[config.mk]
export PLATFORM = sky130hd
export DESIGN_NAME = window_row_feeder
export DESIGN_NICKNAME = d
export VERILOG_FILES = /design/src/rtl/window_row_feeder_pkg.sv /design/src/rtl/window_row_feeder_fifo2.sv /design/src/rtl/window_row_feeder.sv
export SDC_FILE = /design/constraint.sdc
export NUM_CORES = 1
export LEC_CHECK = 0
export BUFFER_PORTS_ARGS = -buffer_cell sky130_fd_sc_hd__buf_2
export CAP_MARGIN = 20
export CORE_ASPECT_RATIO = 0.6
export CORE_MARGIN = 3
export CORE_UTILIZATION = 56
export DETAILED_ROUTE_END_ITERATION = 10
export PLACE_DENSITY_LB_ADDON = 0.1
export SETUP_SLACK_MARGIN = 0.1
export SLEW_MARGIN = 25
export SYNTH_ARGS = -nofsm -noshare
export SYNTH_HDL_FRONTEND = slang
export SYNTH_SLANG_ARGS = --single-unit
[constraint.sdc]
create_clock -name clk -period 3.44 [get_ports clk]
set_clock_uncertainty 0.2 [all_clocks]
set_input_delay 0.86 -clock clk [delete_from_list [all_inputs] [get_ports clk]]
set_output_delay 0.86 -clock clk [all_outputs]
set_load 0.005 [all_outputs]
[src/rtl/window_row_feeder_pkg.sv]
// window_row_feeder_pkg: shared pixel type, chunk geometry and feeder FSM states.
package window_row_feeder_pkg;
  typedef logic signed [7:0] int8_t;
  localparam int PIX_PER_CHUNK = 4;
  typedef enum logic [1:0] {IDLE, RUN, DRAIN, DONE} feed_state_t;
endpackage

[src/rtl/window_row_feeder_fifo2.sv]
// fifo2: 2-entry FIFO carrying a data word plus a one-bit tag.
module fifo2
  import window_row_feeder_pkg::*;
#(
  parameter int W = 32
) (
  input  logic         clk,
  input  logic         reset,
  input  logic         push,
  input  logic [W-1:0] push_data,
  input  logic         push_tag,
  input  logic         pop,
  output logic [W-1:0] head_data,
  output logic         head_tag,
  output logic         full,
  output logic         empty,
  output logic [1:0]   count
);
  logic [W:0] ent0, ent1;
  logic wp, rp, do_push, do_pop;
  always_comb begin
    full = count == 2'd2;
    empty = count == 2'd0;
    do_pop = pop && !empty;
    do_push = push && (!full || do_pop);
    {head_tag, head_data} = rp ? ent1 : ent0;
  end
  always_ff @(posedge clk or negedge reset) begin
    if (!reset) begin
      ent0 <= '0;
      ent1 <= '0;
      wp <= 1'b0;
      rp <= 1'b0;
      count <= 2'd0;
    end else begin
      if (do_push) begin
        if (wp) ent1 <= {push_tag, push_data};
        else ent0 <= {push_tag, push_data};
        wp <= !wp;
      end
      if (do_pop) rp <= !rp;
      count <= count + {1'b0, do_push} - {1'b0, do_pop};
    end
  end
endmodule

[src/rtl/window_row_feeder.sv]
// window_row_feeder: streams an int8 image column-strip by column-strip from SRAM.
// Define WINDOW_FEED_ZERO_PAD_EN to add a zero row above and below every strip.
module window_row_feeder
  import window_row_feeder_pkg::*;
#(
  parameter int IMG_W  = 32,
  parameter int IMG_H  = 32,
  parameter int ADDR_W = 10
) (
  input  logic              clk,
  input  logic              reset,
  input  logic              start,
  input  logic [ADDR_W-1:0] base_addr,
  input  logic              stall,
  output logic              mem_rd_en,
  output logic [ADDR_W-1:0] mem_addr,
  input  logic [31:0]       mem_rd_data,
  output logic              valid_out,
  output logic [31:0]       pixels_out_chunk_bus,
  output logic              strip_first,
  output logic              busy,
  output logic              done
);
  localparam int WPR = IMG_W / PIX_PER_CHUNK;
`ifdef WINDOW_FEED_ZERO_PAD_EN
  localparam bit PAD = 1'b1;
`else
  localparam bit PAD = 1'b0;
`endif
  localparam int ROWS = IMG_H + (PAD ? 2 : 0);
  localparam int CW = WPR > 1 ? $clog2(WPR) : 1;
  localparam int RW = $clog2(ROWS);

  feed_state_t state, state_nx;
  logic [CW-1:0] cx;
  logic [RW-1:0] row;
  logic [ADDR_W-1:0] addr, strip_addr;
  logic inflight, inflight_pad, inflight_tag;
  logic issue, pad_row, last_row, last, pop, drained;
  logic full, empty, head_tag;
  logic [1:0] count;

  fifo2 #(.W(32)) u_buf (
    .clk       (clk),
    .reset     (reset),
    .push      (inflight),
    .push_data (inflight_pad ? 32'd0 : mem_rd_data),
    .push_tag  (inflight_tag),
    .pop       (pop),
    .head_data (pixels_out_chunk_bus),
    .head_tag  (head_tag),
    .full      (full),
    .empty     (empty),
    .count     (count)
  );

  always_ff @(posedge clk or negedge reset) begin
    if (!reset) state <= IDLE;
    else state <= state_nx;
  end

  // Drain ends as the last entry leaves, so done follows the final word by one cycle.
  always_comb begin
    drained = !inflight && (empty || (count == 2'd1 && pop));
    state_nx = state == IDLE ? (start ? RUN : IDLE) :
               state == RUN ? (issue && last ? DRAIN : RUN) :
               state == DRAIN ? (drained ? DONE : DRAIN) : IDLE;
  end

  always_comb begin
    last_row = row == RW'(ROWS - 1);
    pad_row = PAD && (row == '0 || last_row);
    last = last_row && cx == CW'(WPR - 1);
    pop = !empty && !stall;
    issue = state == RUN && ({1'b0, count} + {2'b0, inflight} < 3'd2 + {2'b0, pop});
    mem_rd_en = issue && !pad_row;
    mem_addr = addr;
    valid_out = pop;
    strip_first = pop && head_tag;
    busy = state != IDLE;
    done = state == DONE;
  end

  // Addresses advance by adding WPR per row and 1 per strip; no multiplier.
  always_ff @(posedge clk or negedge reset) begin
    if (!reset) begin
      cx <= '0;
      row <= '0;
      addr <= '0;
      strip_addr <= '0;
      inflight <= 1'b0;
      inflight_pad <= 1'b0;
      inflight_tag <= 1'b0;
    end else begin
      inflight <= issue;
      inflight_pad <= pad_row;
      inflight_tag <= row == '0;
      if (state == IDLE && start) begin
        addr <= base_addr;
        strip_addr <= base_addr;
        cx <= '0;
        row <= '0;
      end else if (issue) begin
        if (last_row) begin
          row <= '0;
          cx <= cx + 1'b1;
          strip_addr <= strip_addr + 1'b1;
          addr <= strip_addr + 1'b1;
        end else begin
          row <= row + 1'b1;
          if (!pad_row) addr <= addr + ADDR_W'(WPR);
        end
      end
    end
  end

  a_no_overflow: assert property (@(posedge clk) disable iff (!reset) !(inflight && full && !pop));
endmodule
==> metrics <==
outcome=completed; initial antenna violation count=1; period utilization=0.816; die area=9890 um2; Startpoint Class=input pin; actual slew at the worst max-slew pin=between 0.7 and 0.8 ns; share of layout cells above drive strength 1=0.435; GR Util met3=0.0755; Tot GR Track Use=0.227; CP required=2.38 ns; ANT cells=0; Max-Cap Viols=0; synth-to-layout area growth=18.6%; fillers=around 600; Hold Buf Count CTS=0; cts bufs inserted=9; first-pass GRT wire length=~18000 um; placed cells=about 590; #FFs+latches synth=102; Net Count, Synth=458; Die H=78.3 um; crit path max fanout=5; most frequent cells in the layout=102 x dfrtp_1, 95 x mux2_2, 91 x buf_2; vias=3388; synthesized area=4870 um2; DRC=0; largest net degree at the start of global routing=60; CP arrival=1.75 ns; htree depth=3; die width=126 um; met1 GRT Util=0.324; Post-Layout Cell Count=a little over 600; pwr/cell area=984 nW/um2; Hold Path Class=register to register; peak supply drop=0.000398 V; Rows=25; met2 Usage GRT=0.335; final WL=10600 um; core area=8160 um2; nets@finish=553; leakage=around 0.0027 uW; Final ANT Viol Nets=0; Pre-Repair DR Iteration Count=4; Sink Count=102; Final Critical Period=2.81 ns; Congestion Overflow GR=0; Max Freq=approximately 360 MHz; Clock Pin Slew Worst Setup and Hold Paths=0.06 ns; WL/cell=17.4 um; clk_lat worst skew=0.34 ns; # resized after CTS=0; deepest clock path buffer count=2; TritonCTS clock tree=built; Worst setup EP type=output pin; Post-CTS Setup Repair Bufs=0; post-DP HPWL=7570 um; TNS Setup=0 ns; crit path kind=input pin to output pin; Synth Instances=401; 1st-iter DRT viols=168; Initial Util=0.597; Via density=5.58; Ports=a little over 90; Relative slew margins=0.519; unrepaired setup endpoints after global routing=false; syn_area_per_cell=roughly 12 um2; most crowded layer after global routing=met2; vias in the first global route=3452; Seq/Total Area, Yosys=0.524; final setup fails=0; Yosys Warn Count=0; Placer Congestion=0.817; input/output buffers=92; Netlist cell types=43; most common cell after layout, fill and taps aside=dfrtp_1; Slew Limit Fails=0; clock root buffer=clkbuf_16; Fin. Hold Viols=0
report_power, final:
group	switching, uW	leakage (uW)	internal, uW
sequential	352	0.00120	1770
combinational	1170	0.00131	1410
clock	400	0.000142	596
total	1920	0.00265	3770
routing by layer:
layer | part of all wire | routed length [um]
met1 | 0.47 | 4920
met2 | 0.44 | 4660
met3 | 0.083 | 879
met4 | 0.010 | 106
met5 | 0.00066 | 7
registers in the layout (all words and copies together) (netlist names):
name          flops
inflight          1
strip_addr       10
state             2
mem_addr         10
row               5
cx                3
u_buf.ent1       33
inflight_tag      1
u_buf.rp          1
u_buf.ent0       33
u_buf.count       2
u_buf.wp          1
cells in the mapped netlist:
cell type	number	area share
o22ai_1	1	0.0013
a211oi_1	1	0.0015
buf_1	3	0.0023
a31oi_2	1	0.0026
ha_1	11	0.028
and4_1	3	0.0054
or4_1	1	0.0015
nand2_1	25	0.019
mux2_1	3	0.0069
inv_1	10	0.0077
mux2_2	95	0.22
dfrtp_1	102	0.52
nor2_1	24	0.018
nand3b_1	2	0.0031
nor2b_1	1	0.0013
a31oi_1	2	0.0026
or3_1	1	0.0013
o21a_1	1	0.0015
nor4b_1	1	0.0018
o21ai_0	10	0.010
and2_0	1	0.0013
o211ai_1	2	0.0031
nor4_1	3	0.0039
or4b_1	1	0.0021
nand3_1	14	0.014
nand4_1	1	0.0013
a41oi_1	2	0.0036
a211o_1	2	0.0036
a22o_1	1	0.0018
nor3_1	4	0.0041
xor2_1	10	0.018
nand3_2	1	0.0021
a21oi_1	14	0.014
and2_1	2	0.0026
o21bai_2	1	0.0023
mux2i_1	3	0.0062
and3_1	5	0.0064
xnor2_1	14	0.025
nand2b_1	1	0.0013
buf_2	11	0.011
a2111oi_1	1	0.0021
o21ai_2	2	0.0036
clkbuf_1	7	0.0054
final cells by class:
class | count | area (um2) | share of cell area
multi-input combinational | 268 | 2190 | 0.379
timing repair buffer | 105 | 573 | 0.0992
tap | 108 | 135 | 0.0234
clock buffer | 13 | 260 | 0.0450
sequential | 102 | 2550 | 0.442
clock inverter | 1 | 30.0 | 0.00520
inverter | 10 | 37.5 | 0.00649
worst paths after layout:
check | slack [ns] | depth (start not counted) | startpoint | endpoint
min | 0.28 | 1 | row[4] | inflight_tag
max | 0.63 | 6 | stall | mem_rd_en
min reg2reg | 0.28 | 1 | row[4] | inflight_tag
max reg2reg | 1.04 | 8 | u_buf.count[0] | mem_addr[5]
min in group asynchronous | 0.32 | 1 | reset | mem_addr[8]
max in group asynchronous | 2.01 | 2 | reset | u_buf.ent1[13]
critical path, cell delays in order:
cell      delay (ns)
buf_2           0.12
o21bai_2        0.25
o21ai_2         0.19
nand3_2         0.10
inv_1           0.11
buf_2           0.12
stage by stage:
| stage | utilization | power [uW] | instance area, um2 | hold WS, ns | setup WS (ns) |
|---|---|---|---|---|---|
| 5_1_grt | 0.708 | 6110 | 5780 | 0.299 | 0.553 |
| 3_3_place_gp | 0.672 | 4580 | 5490 | 0.261 | 0.716 |
| 3_5_place_dp | 0.672 | 4700 | 5490 | 0.272 | 0.686 |
| 6_report | 0.708 | 5690 | 5780 | 0.277 | 0.633 |
| 2_1_floorplan | - | 3830 | 4870 | 0.234 | 0.769 |
| 4_1_cts | 0.708 | 5740 | 5780 | 0.283 | 0.648 |
kinds of logic after synthesis:
group | share of synthesized area
xor+xnor | 0.0431
compound gates | 0.0542
fa+ha+maj | 0.0282
simple gates | 0.0914
flops | 0.524
mux | 0.233
buf+inv | 0.0267
Note: power is estimated with default switching activity, not from simulation.
